**src/rtl/hd_frame_decoder.sv**
```systemverilog
// Streaming Hamming(7,4) frame decoder: corrects single-bit errors per word and
// folds each N_WORD-word frame into one signed result plus an error-word count.
module hd_frame_decoder #(
   parameter int unsigned N_WORD = 4,
   parameter int unsigned OUT_W  = 12,
   parameter int unsigned CNT_W  = 4
) (
   input  logic             clk,
   input  logic             rst_n,
   input  logic             in_valid,
   input  logic [6:0]       code_word,
   output logic             out_valid,
   output logic [OUT_W-1:0] out_n,
   output logic [CNT_W-1:0] err_cnt
);

   localparam int unsigned WC_W  = (N_WORD > 1) ? $clog2(N_WORD) : 1;
   localparam int unsigned EXT_W = OUT_W - 4;

   // word decode
   logic [2:0] syn_c;
   logic [6:0] flip_c;
   logic [3:0] dat_c;
   logic       flag_c;
   logic       err_c;

   // stage 1
   logic            s1_vld_q, s1_vld_d;
   logic [3:0]      s1_c_q, s1_c_d;
   logic            s1_f_q, s1_f_d;
   logic            s1_e_q, s1_e_d;
   logic            s1_first_q, s1_first_d;
   logic            s1_last_q, s1_last_d;
   logic [WC_W-1:0] wcnt_q, wcnt_d;

   // stage 2 and outputs
   logic [OUT_W-1:0] acc_q, acc_d;
   logic             fprev_q, fprev_d;
   logic [CNT_W-1:0] cnt_q, cnt_d;
   logic             out_valid_q, out_valid_d;
   logic [OUT_W-1:0] out_n_q, out_n_d;
   logic [CNT_W-1:0] err_cnt_q, err_cnt_d;

   logic [OUT_W-1:0] c_ext_c;
   logic [OUT_W-1:0] c_dbl_c;
   logic [OUT_W-1:0] acc_dbl_c;

   always_comb begin
      syn_c = {code_word[6] ^ code_word[3] ^ code_word[2] ^ code_word[1],
               code_word[5] ^ code_word[3] ^ code_word[2] ^ code_word[0],
               code_word[4] ^ code_word[3] ^ code_word[1] ^ code_word[0]};
      flip_c = '0;
      case (syn_c)
         3'b111:  flip_c = 7'b0001000;
         3'b110:  flip_c = 7'b0000100;
         3'b101:  flip_c = 7'b0000010;
         3'b011:  flip_c = 7'b0000001;
         3'b100:  flip_c = 7'b1000000;
         3'b010:  flip_c = 7'b0100000;
         3'b001:  flip_c = 7'b0010000;
         default: flip_c = '0;
      endcase
      dat_c  = code_word[3:0] ^ flip_c[3:0];
      // f is the received value of the bit being corrected
      flag_c = |(code_word & flip_c);
      err_c  = |syn_c;
   end

   always_comb begin
      s1_vld_d   = in_valid;
      s1_c_d     = s1_c_q;
      s1_f_d     = s1_f_q;
      s1_e_d     = s1_e_q;
      s1_first_d = s1_first_q;
      s1_last_d  = s1_last_q;
      wcnt_d     = wcnt_q;
      if (in_valid) begin
         s1_c_d     = dat_c;
         s1_f_d     = flag_c;
         s1_e_d     = err_c;
         s1_first_d = (wcnt_q == '0);
         s1_last_d  = (wcnt_q == WC_W'(N_WORD - 1));
         wcnt_d     = (wcnt_q == WC_W'(N_WORD - 1)) ? '0 : wcnt_q + WC_W'(1);
      end
   end

   assign c_ext_c   = {{EXT_W{s1_c_q[3]}}, s1_c_q};
   assign c_dbl_c   = {c_ext_c[OUT_W-2:0], 1'b0};
   assign acc_dbl_c = {acc_q[OUT_W-2:0], 1'b0};

   always_comb begin
      acc_d       = acc_q;
      fprev_d     = fprev_q;
      cnt_d       = cnt_q;
      out_valid_d = 1'b0;
      out_n_d     = out_n_q;
      err_cnt_d   = err_cnt_q;
      if (s1_vld_q) begin
         if (s1_first_q) begin
            acc_d = c_ext_c;
            cnt_d = CNT_W'(s1_e_q);
         end else begin
            case ({fprev_q, s1_f_q})
               2'b00:   acc_d = acc_dbl_c + c_ext_c;
               2'b01:   acc_d = acc_dbl_c - c_ext_c;
               2'b10:   acc_d = acc_q - c_dbl_c;
               default: acc_d = acc_q + c_dbl_c;
            endcase
            cnt_d = cnt_q + CNT_W'(s1_e_q);
         end
         fprev_d = s1_f_q;
         if (s1_last_q) begin
            out_valid_d = 1'b1;
            out_n_d     = acc_d;
            err_cnt_d   = cnt_d;
         end
      end
   end

   always_ff @(posedge clk or negedge rst_n) begin
      if (!rst_n) begin
         s1_vld_q    <= 1'b0;
         s1_c_q      <= '0;
         s1_f_q      <= 1'b0;
         s1_e_q      <= 1'b0;
         s1_first_q  <= 1'b0;
         s1_last_q   <= 1'b0;
         wcnt_q      <= '0;
         acc_q       <= '0;
         fprev_q     <= 1'b0;
         cnt_q       <= '0;
         out_valid_q <= 1'b0;
         out_n_q     <= '0;
         err_cnt_q   <= '0;
      end else begin
         s1_vld_q    <= s1_vld_d;
         s1_c_q      <= s1_c_d;
         s1_f_q      <= s1_f_d;
         s1_e_q      <= s1_e_d;
         s1_first_q  <= s1_first_d;
         s1_last_q   <= s1_last_d;
         wcnt_q      <= wcnt_d;
         acc_q       <= acc_d;
         fprev_q     <= fprev_d;
         cnt_q       <= cnt_d;
         out_valid_q <= out_valid_d;
         out_n_q     <= out_n_d;
         err_cnt_q   <= err_cnt_d;
      end
   end

   assign out_valid = out_valid_q;
   assign out_n     = out_n_q;
   assign err_cnt   = err_cnt_q;

endmodule

```
**config.mk**
```make
export PLATFORM = sky130hd
export DESIGN_NAME = hd_frame_decoder
export DESIGN_NICKNAME = d
export VERILOG_FILES = /design/src/rtl/hd_frame_decoder.sv
export SDC_FILE = /design/constraint.sdc
export NUM_CORES = 1
export LEC_CHECK = 0
export CAP_MARGIN = 30
export CELL_PAD_IN_SITES_DETAIL_PLACEMENT = 0
export CELL_PAD_IN_SITES_GLOBAL_PLACEMENT = 1
export CORE_MARGIN = 2
export CORE_UTILIZATION = 54
export CTS_BUF_LIST = sky130_fd_sc_hd__clkbuf_16
export CTS_CLUSTER_SIZE = 24
export DETAILED_ROUTE_END_ITERATION = 8
export DONT_BUFFER_PORTS = 1
export PLACE_DENSITY_LB_ADDON = 0.1
export SLEW_MARGIN = 10
export SYNTH_ARGS = -nofsm -noshare
export SYNTH_HDL_FRONTEND = slang
export SYNTH_SLANG_ARGS = --single-unit
```
**constraint.sdc**
```tcl
create_clock -name clk -period 7.1 [get_ports clk]
set_input_delay 0.71 -clock clk [delete_from_list [all_inputs] [get_ports clk]]
set_output_delay 0.71 -clock clk [all_outputs]
set_load 0.02 [all_outputs]
```
==> qor.txt, run 1 <==
Crit-path max FO = 15
Syn Nets = 514
CTS Buf Count = 5
Max_cap viols = 0
Seq/Total Area, Yosys = 28.0%
Ratio of final minimum period to clock period = 49.8%
I/O pins = 27
Maximum vdd ir drop = 219 µV
Nets = 500
Setup crit end kind = register
Core area = 7210 µm²
R2R Path End = acc_q[11]$_DFFE_PN0P_
Post-CTS setup buffer count = 0
CTS resizes = 0
Clk root buf = clkbuf_16
Fraction of registers with async set/reset = 100%
Port bufs = 0
RSZ-0062 raised after global routing = no
Synth Cell Area = 4020 µm²
Routed wire per std cell = 18.1 µm
Fin. max-slew vios = 0
CP startpoint kind = register
Reg2reg start = s1_c_q[3]$_DFFE_PN0P_
#FFs+latches synth = 45
Vias in the first global route = 3289
Residual DRC = 0
Hold WC Path Type = in2async
Headroom to the max-slew limit = 46.2%
Most frequent cells in the layout = dfrtp_1, ha_1, nor2_1
GRT Overall Usage = 25.0%
Hold Fails Final Rpt = 0
Warnings from Yosys = 0
Final setup violation count = 0
Reg-to-reg slack, setup = 3.57 ns
Post-synth EDFFs = 0
Cell row count = 31
Worst-Skew Late Latency = 0.29 ns
Clock sinks = 45
DR iter-0 viols = 173
CTS Buffer Depth = 2
Routed via count = 3362
DP HPWL = 7380 µm
Ys flop type = dfrtp_1
First-pass GRT wire length = 16400 µm
Highest Clock Rate = 283 MHz
Place WS = 3.60 ns
DIE AREA = 8150 µm²
Commonest non-fill, non-tap cell in the layout = dfrtp_1
Critical path arrival = 3.70 ns
Setup_tns = 0 ns
Slew @ Worst Pin = 0.807 ns
Final GP Congestion = 0.919
ANT cells = 0
Share of layout cells above drive strength 1 = 7.61%
Leak = 0.00183 µW
Worst-path clk slew = 0.06 ns
TritonRoute pass-1 iters = 5
R2R cell count = 13
Post-Syn Instances = 460
CTS tree = built
Cell Pwr Density = 522 nW/µm²
Die Span X = 90.3 µm
Post-route ant nets = 0
Antenna violations before repair = 0
Clock Skews = 0.00332 ns
Area Growth Syn to Fin = 5.39%
Initial core utilization = 55.7%
Syn_area_per_cell = 8.74 µm²
Yosys cell types = 75
Status = finished, final reports clean
Number of hold buffers added after CTS = 0
Post-route minimum period = 3.53 ns
Final worst setup slack = 3.57 ns
Largest net degree at the start of global routing = 46
# H-tree levels = 2
Final Routed Wirelength = 9870 µm
Crit path required time = 7.26 ns
Vias per Instance = 6.16
Remaining Overflow, GRT = 0
Crit Path Class = reg2reg
Die H = 90.3 µm
## worst max-delay path: stages (launching register included)
cell	delay, ns
dfrtp_1	0.55
inv_1	0.49
nand3_1	0.17
ha_1	0.31
nor2_1	0.04
nor2_1	0.25
ha_1	0.38
o21a_1	0.16
o311a_1	0.28
o31ai_1	0.09
o21ai_1	0.12
xnor2_1	0.13
a211oi_1	0.32
a21oi_1	0.11
## sequential cells by signal, indices dropped and copies added, names as in the netlist, 2 cells and up
| register | flops |
|---|---|
| acc_q | 12 |
| out_n | 12 |
| cnt_q | 4 |
| err_cnt | 4 |
| s1_c_q | 4 |
| wcnt_q | 2 |
## power breakdown
| part | switching [µW] | internal (µW) | total (µW) |
|---|---|---|---|
| registers | 200 | 360 | 560 |
| clock network | 102 | 203 | 305 |
| logic | 767 | 578 | 1350 |
## layout make-up
cell class	instances	area [µm²]
Fill cell	658	2980
Multi-Input combinational cell	369	2690
Sequential cell	45	1130
Clock buffer	5	125
Tap cell	99	124
Inverter	24	90.1
Clock inverter	3	68.8
Timing Repair Buffer	1	7.51
## Yosys cell counts, types with 2 or more instances
cell       count  area [µm²]
nor2b_1        7        43.8
mux2_2         4        45.0
buf_4          3        22.5
nor3b_1        2        15.0
nand2_1       38         143
ha_1          41         513
o22ai_1        2        12.5
buf_2          6        30.0
nor3_2         2        20.0
a21o_1         6        45.0
nor4_1         2        12.5
a221oi_2       2        30.0
mux2i_1       11         110
o21ai_0       31         155
or3_1          5        31.3
xnor2_1       17         149
fa_1           3        60.1
nand3_1       11        55.1
or3b_1         2        17.5
a211oi_1       8        60.1
o211ai_1       2        15.0
o21bai_1       3        22.5
a22oi_1        2        15.0
o2bb2ai_1      3        26.3
o31ai_2        2        25.0
inv_1         23        86.3
nor2_1        40         150
a211o_1        2        17.5
a21oi_1       25         125
clkbuf_1      11        41.3
or4_1          4        30.0
o21ai_1        8        40.0
a2bb2oi_1      2        17.5
xor2_1         9        78.8
nand2b_1      10        62.6
nor2_2         2        12.5
a31o_1         4        35.0
nor3_1         8        40.0
a31oi_1        5        31.3
dfrtp_1       45        1130
o31ai_1        7        52.6
a221oi_1       3        26.3
o21a_1         4        30.0
o311ai_1       2        17.5
## cell families after synthesis
group / count (synthesis) / share of synthesized area, %
flip-flops: 45 / 28.0
AO/OA/AOI/OAI: 141 / 25.3
XOR/XNOR: 26 / 5.67
multiplexers: 15 / 3.86
buffers and inverters: 46 / 4.95
adder cells (fa/ha/maj): 44 / 14.3
AND/OR/NAND/NOR: 143 / 18.0
## stage by stage
step	total power, µW	cell area (µm²)	util [%]	cells	hold WS, ns
global placement	1870	4040	56.0	538	0.416
detailed placement	1890	4040	56.0	538	0.416
global route	2390	4240	58.7	546	0.104
finish	2210	4240	58.7	546	0.111
floorplan	1600	4020	-	460	0.414
CTS	2210	4240	58.7	546	0.107
## worst max path at each step
stage	startpoint	to	depth (start not counted)
finish	s1_c_q[3]$_DFFE_PN0P_	acc_q[11]$_DFFE_PN0P_	13
global route	s1_c_q[3]$_DFFE_PN0P_	acc_q[11]$_DFFE_PN0P_	13
CTS	s1_c_q[3]$_DFFE_PN0P_	acc_q[11]$_DFFE_PN0P_	13
detailed placement	s1_c_q[3]$_DFFE_PN0P_	acc_q[11]$_DFFE_PN0P_	13
global placement	s1_c_q[3]$_DFFE_PN0P_	out_n[11]$_DFFE_PN0P_	13
floorplan	s1_c_q[3]$_DFFE_PN0P_	acc_q[11]$_DFFE_PN0P_	13
## routing by layer
metal | global-route usage [%] | wire [µm] | up-vias
met5 | 0 | 0 | -
met4 | 6.92 | 191 | 0
met3 | 3.09 | 316 | 13
met2 | 43.8 | 4960 | 70
met1 | 32.6 | 4400 | 1635
li1 | - | - | 1644
No activity file was read; power rests on OpenSTA's default activity.
==> inputs of run 2 (changes only) <==
Settings changed: CORE_UTILIZATION 54 to 50.
Clock period 7.1 ns to 3.5 ns, I/O delays scaled along.
==> run 2 against run 1 <==
Net effect:
- clock power up 75%
- worst setup slack worse by 3.1 ns
- fmax up 15%
- final cell count up 1.8%
- power up 100%
- clock skew up 0.0019 ns
- via count unchanged
- die area up 7.6%
- sequential power up 96%
- critical endpoint is now out_n[11]$_DFFE_PN0P_
==> qor.txt, run 2 (synthesized netlist as in run 1, its figures left out) <==
Status = finished, final reports clean
CTS tree = built
Worst-path clk slew = 0.06 ns (about the same)
CTS Buffer Depth = 2 (unchanged)
Clock sinks = 45 (unchanged)
Crit-path max FO = 6 (-9)
CP bufs+invs = 1 (unchanged)
Setup_tns = 0 ns (unchanged)
I/O pins = 27 (unchanged)
Combinational share of power = 62.9% (+2.0 points)
Headroom to the max-slew limit = 46.1% (-0.086 points)
Residual DRC = 0 (unchanged)
Largest net degree at the start of global routing = 46 (unchanged)
Fin. max-slew vios = 0 (unchanged)
Final Core Density = 55.2% (-3.5 points)
R2R cell count = 14 (+1)
CP max stage delay = 0.42 ns (-0.13 ns)
Commonest non-fill, non-tap cell in the layout = dfrtp_1
Crit path max-delay family = compound AO/OA/AOI/OAI gates
GRT Overall Usage = 24.1% (-0.92 points)
ANT cells = 0 (unchanged)
Crit path max-delay cell type = dfrtp_1
Highest Clock Rate = 324 MHz (+15%)
Placed Instances = 546 (+1.5%)
Sequential share of power = 25.0% (-0.3 points)
Routed wire per std cell = 17.8 µm (-1.5%)
Port bufs = 0 (unchanged)
Die Span X = 93.7 µm (+3.7%)
Critical path arrival = 3.24 ns (-0.46 ns)
Hold WC Path Type = in2reg
Worst path most repeated cell = ha_1
Routed via count = 3362 (unchanged)
Post-route ant nets = 0 (unchanged)
Fin cells = 556 (+1.8%)
Ratio of final minimum period to clock period = 88.1% (+38 points)
Net Sw Power = 2160 µW (+100%)
Worst path depth = 14 (+1)
Crit Path Class = reg2reg
CP startpoint kind = register
Vias in the first global route = 3316 (+0.82%)
Leak = 0.00186 µW (+1.7%)
Cell row count = 32 (+3.2%)
Switching part of the total = 49.0% (+0.59 points)
Crit path required time = 3.66 ns (-3.60 ns)
Post-route minimum period = 3.08 ns (-0.452 ns)
Maximum vdd ir drop = 464 µV (+110%)
Clock share of power = 12.1% (-1.7 points)
Setup crit end kind = register
Nets = 507 (+1.4%)
Area Growth Syn to Fin = 6.69%
Share of layout cells above drive strength 1 = 8.59% (+0.98 points)
Die H = 93.7 µm (+3.7%)
TritonRoute pass-1 iters = 4 (-1)
CTS Buf Count = 5 (unchanged)
DP HPWL = 7560 µm (+2.5%)
Max_cap viols = 0 (unchanged)
Most frequent cells in the layout = dfrtp_1, ha_1, nor2_1
Antenna violations before repair = 0 (unchanged)
Initial core utilization = 51.7% (-4.0 points)
Final setup violation count = 0 (unchanged)
Final GP Congestion = 0.900 (-2.1%)
Remaining Overflow, GRT = 0 (unchanged)
Cell Pwr Density = 1030 nW/µm² (+97%)
Total internal power = 2250 µW (+97%)
Hold Fails Final Rpt = 0 (unchanged)
Vias per Instance = 6.05 (-1.8%)
Slew @ Worst Pin = 0.808 ns (+0.00129 ns)
Place WS = 0.428 ns (-3.17 ns)
RSZ-0062 raised after global routing = no
Cells along the critical path = inv_1 -> ha_1 -> nand3_1 -> ha_1 -> nor2_1 -> nor2_1 -> ha_1 -> o21a_1 -> o311a_1 -> o31ai_1 -> o21ai_1 -> xnor2_1 -> a211oi_1 -> a2bb2oi_1
Fill cell count = 709 (+7.8%)
Clk root buf = clkbuf_16
DIE AREA = 8770 µm² (+7.6%)
Final Routed Wirelength = 9900 µm (+0.31%)
First-pass GRT wire length = 16500 µm (+0.59%)
DR iter-0 viols = 139 (-20%)
Clock Skews = 0.00526 ns (+0.00195 ns)
Hold Crit Depth = 0
Final worst setup slack = 0.418 ns (-3.15 ns)
Core area = 7770 µm² (+7.7%)
Worst-Skew Late Latency = 0.28 ns (about the same)
# H-tree levels = 2 (unchanged)
==> run 2: layout make-up <==
cell class	count	area (µm²)	area share [%]
multi-input cells	369	2690	62.8
clock buffers	5	125	2.92
well taps	102	128	2.98
inverters	24	90.1	2.10
repair buffers	8	82.6	1.93
flip-flops and latches	45	1130	26.3
clock inverters	3	42.5	0.992
==> run 2: worst reg2reg max path, stage by stage, from the launching register on <==
cell and delay (ns):
dfrtp_1 0.42, inv_1 0.16, ha_1 0.19, nand3_1 0.09, ha_1 0.28, nor2_1 0.04, nor2_1 0.21, ha_1 0.35
o21a_1 0.15, o311a_1 0.28, o31ai_1 0.10, o21ai_1 0.11, xnor2_1 0.13, a211oi_1 0.33, a2bb2oi_1 0.12
==> run 2: final timing paths <==
path / start / endpoint / slack, ns
min in group asynchronous: rst_n / acc_q[6]$_DFFE_PN0P_ / 0.56
hold reg to reg: s1_last_q$_DFFE_PN0P_ / s1_last_q$_DFFE_PN0P_ / 0.51
setup / recovery: s1_c_q[0]$_DFFE_PN0P_ / out_n[11]$_DFFE_PN0P_ / 0.42
setup reg to reg: s1_c_q[0]$_DFFE_PN0P_ / out_n[11]$_DFFE_PN0P_ / 0.42
max in group asynchronous: rst_n / s1_vld_q$_DFF_PN0_ / 2.72
hold / removal: in_valid / s1_vld_q$_DFF_PN0_ / 0.09
==> run 2: per-layer routing <==
| metal | wire length [µm] | share of wire, % | track usage, % | vias to the layer above |
|---|---|---|---|---|
| met5 | 0 | 0 | 0 | - |
| met4 | 284 | 2.9 | 8.33 | 0 |
| met3 | 301 | 3.0 | 3.61 | 18 |
| met2 | 4920 | 50 | 40.9 | 70 |
| met1 | 4390 | 44 | 31.2 | 1609 |
| li1 | - | - | - | 1665 |
==> run 2: metrics by stage <==
| step | area [µm²] | hold WS (ns) | power [µW] |
|---|---|---|---|
| 2_1_floorplan | 4020 | 0.0544 | 3250 |
| 3_5_place_dp | 4080 | 0.0567 | 3860 |
| 6_report | 4290 | 0.0943 | 4410 |
| 5_1_grt | 4290 | 0.0814 | 4790 |
| 3_3_place_gp | 4080 | 0.0565 | 3810 |
| 4_1_cts | 4290 | 0.0898 | 4420 |
==> run 2: power groups by stage <==
stage          clock, µW  sequential (µW)  combinational, µW
2_1_floorplan          0              991               2260
3_3_place_gp           0             1110               2700
3_5_place_dp           0             1110               2740
4_1_cts              542             1110               2770
5_1_grt              560             1140               3090
6_report             533             1100               2780
==> run 2: repair_timing <==
item | 4_1_cts | 5_1_grt
setup buffers | 0 | 0
gates resized for setup | 0 | 0
endpoints found under the hold margin | 45 | 0
hold buffers | 2 | 0
==> inputs of run 3 (changes only) <==
Settings changed: CORE_UTILIZATION 50 to 40.
==> run 3 against run 2 <==
Net effect:
- power up 2.6%
- clock-buffer cell count stayed put
- flip-flop and latch count stayed put
- routed wire length up 6.2%
- via count is 0.86% lower
- register-to-register slack got worse by 0.13 ns
- cell area increased by 1.5%
- sequential share of layout area decreased by 0.39 points
- worst setup slack got worse by 0.13 ns
- largest cell class unchanged
- final cell count up 5.6%
- global-route usage shrank 4.1 points
==> qor.txt, run 3 (synthesized netlist as in run 1, its figures left out) <==
Worst-Skew Late Latency = 0.29 ns (about the same)
Final GP Congestion = 0.878 (-2.4%)
Slew @ Worst Pin = 0.810 ns (+0.00172 ns)
ANT cells = 0 (unchanged)
Cell row count = 36 (+13%)
Status = finished, final reports clean
Vias per Instance = 5.68 (-6.1%)
DR iter-0 viols = 104 (-25%)
DIE AREA = 10900 µm² (+24%)
CTS Buffer Depth = 2 (unchanged)
Worst path most repeated cell = ha_1
Largest net degree at the start of global routing = 46 (unchanged)
Antenna violations before repair = 0 (unchanged)
Net Sw Power = 2200 µW (+1.8%)
RSZ-0062 raised after global routing = no
CP startpoint kind = register
Post-route minimum period = 3.21 ns (+0.129 ns)
Commonest non-fill, non-tap cell in the layout = dfrtp_1
Final setup violation count = 0 (unchanged)
# H-tree levels = 2 (unchanged)
Total internal power = 2330 µW (+3.3%)
Final hold slack = 0.0821 ns (-0.0122 ns)
TritonRoute pass-1 iters = 4 (unchanged)
Die Span X = 104 µm (+11%)
Core area = 9770 µm² (+26%)
Leak = 0.00187 µW (+0.50%)
Setup crit end kind = register
First-pass GRT wire length = 17600 µm (+6.6%)
Max_cap viols = 0 (unchanged)
Share of layout cells above drive strength 1 = 8.81% (+0.22 points)
Post-route ant nets = 0 (unchanged)
Headroom to the max-slew limit = 46.0% (-0.11 points)
Fin. max-slew vios = 0 (unchanged)
Clock sinks = 45 (unchanged)
Final worst setup slack = 0.289 ns (-0.129 ns)
Hold Fails Final Rpt = 0 (unchanged)
Vias in the first global route = 3305 (-0.33%)
GRT Overall Usage = 20.0% (-4.1 points)
Ratio of final minimum period to clock period = 91.7% (+3.7 points)
Hold WC Path Type = in2reg
Crit Path Class = reg2reg
Setup_tns = 0 ns (unchanged)
Switching part of the total = 48.6% (-0.37 points)
Remaining Overflow, GRT = 0 (unchanged)
Crit-path max FO = 6 (unchanged)
Maximum vdd ir drop = 435 µV (-6.3%)
Most frequent cells in the layout = dfrtp_1, ha_1, nor2_1
CTS resizes = 0 (unchanged)
CTS Buf Count = 5 (unchanged)
Highest Clock Rate = 311 MHz (-4.0%)
Combinational share of power = 61.6% (-1.3 points)
Clock share of power = 13.9% (+1.8 points)
Die H = 104 µm (+11%)
Cell Pwr Density = 1040 nW/µm² (+1.1%)
Initial core utilization = 41.1% (-11 points)
Area Growth Syn to Fin = 8.31%
Routed via count = 3333 (-0.86%)
Final Routed Wirelength = 10500 µm (+6.2%)
CTS tree = built
Worst-path clk slew = 0.07 ns (about the same)
Port bufs = 0 (unchanged)
Clk root buf = clkbuf_16
I/O pins = 27 (unchanged)
DP HPWL = 7970 µm (+5.4%)
Residual DRC = 0 (unchanged)
Clock Skews = 0.00551 ns (+0.000242 ns)
Critical path arrival = 3.38 ns (+0.14 ns)
CP max stage delay = 0.42 ns (about the same)
Final Core Density = 44.5% (-11 points)
Crit path required time = 3.67 ns (about the same)
Routed wire per std cell = 17.9 µm (+0.55%)
Nets = 507 (unchanged)
Crit path max-delay cell type = dfrtp_1
Cells along the critical path = inv_1 -> ha_1 -> nand3_1 -> ha_1 -> nor2_1 -> nor2_1 -> ha_1 -> o21a_1 -> o311a_1 -> o31ai_1 -> o21ai_1 -> xnor2_1 -> a211oi_1 -> a2bb2oi_1
Place WS = 0.327 ns (-0.101 ns)
Sequential share of power = 24.4% (-0.6 points)
-- run 3: metal layers --
layer	track usage [%]	vias to the layer above	wire, µm
li1	-	1649	-
met1	25.5	1613	4800
met2	35.8	57	5200
met3	2.88	14	322
met4	4.25	0	191
met5	0	-	0
-- run 3: what timing repair did --
| action | 4_1_cts | 5_1_grt |
|---|---|---|
| hold endpoints to repair | 45 | 0 |
| hold buffers | 2 | 0 |
| buffers inserted | 0 | 0 |
-- run 3: critical path, delay by kind of cell (launching register included) --
kind	cells	cell delay (ns)
adder cells (fa/ha/maj)	3	0.85
AO/OA/AOI/OAI	6	1.08
buffers and inverters	1	0.18
flip-flops	1	0.42
XOR/XNOR	1	0.13
AND/OR/NAND/NOR	3	0.41
-- run 3: layout make-up --
| type | instances | area (µm²) |
|---|---|---|
| Timing Repair Buffer | 8 | 82.6 |
| Sequential cell | 45 | 1130 |
| Multi-Input combinational cell | 369 | 2690 |
| Clock buffer | 5 | 125 |
| Inverter | 24 | 90.1 |
| Tap cell | 133 | 166 |
| Fill cell | 1006 | 5420 |
| Clock inverter | 3 | 68.8 |
-- run 3: final timing paths --
path	slack, ns	from	depth (start not counted)	end
max	0.29	s1_c_q[0]$_DFFE_PN0P_	14	out_n[11]$_DFFE_PN0P_
max in group asynchronous	2.67	rst_n	2	s1_f_q$_DFFE_PN0P_
min in group asynchronous	0.62	rst_n	2	acc_q[3]$_DFFE_PN0P_
max reg2reg	0.29	s1_c_q[0]$_DFFE_PN0P_	14	out_n[11]$_DFFE_PN0P_
min reg2reg	0.51	s1_last_q$_DFFE_PN0P_	1	s1_last_q$_DFFE_PN0P_
min	0.08	in_valid	0	s1_vld_q$_DFF_PN0_
-- run 3: power groups by stage --
stage          Sequential, µW  Clock (µW)  Combinational, µW
2_1_floorplan             991           0               2260
3_3_place_gp             1120           0               2730
3_5_place_dp             1120           0               2760
4_1_cts                  1120         638               2790
5_1_grt                  1150         655               3100
6_report                 1110         630               2790
-- run 3: per-stage QoR --
step	cell area, µm²	power [µW]	instances
2_1_floorplan	4020	3250	460
3_3_place_gp	4120	3850	577
3_5_place_dp	4120	3880	577
4_1_cts	4350	4550	587
5_1_grt	4350	4900	587
6_report	4350	4530	587
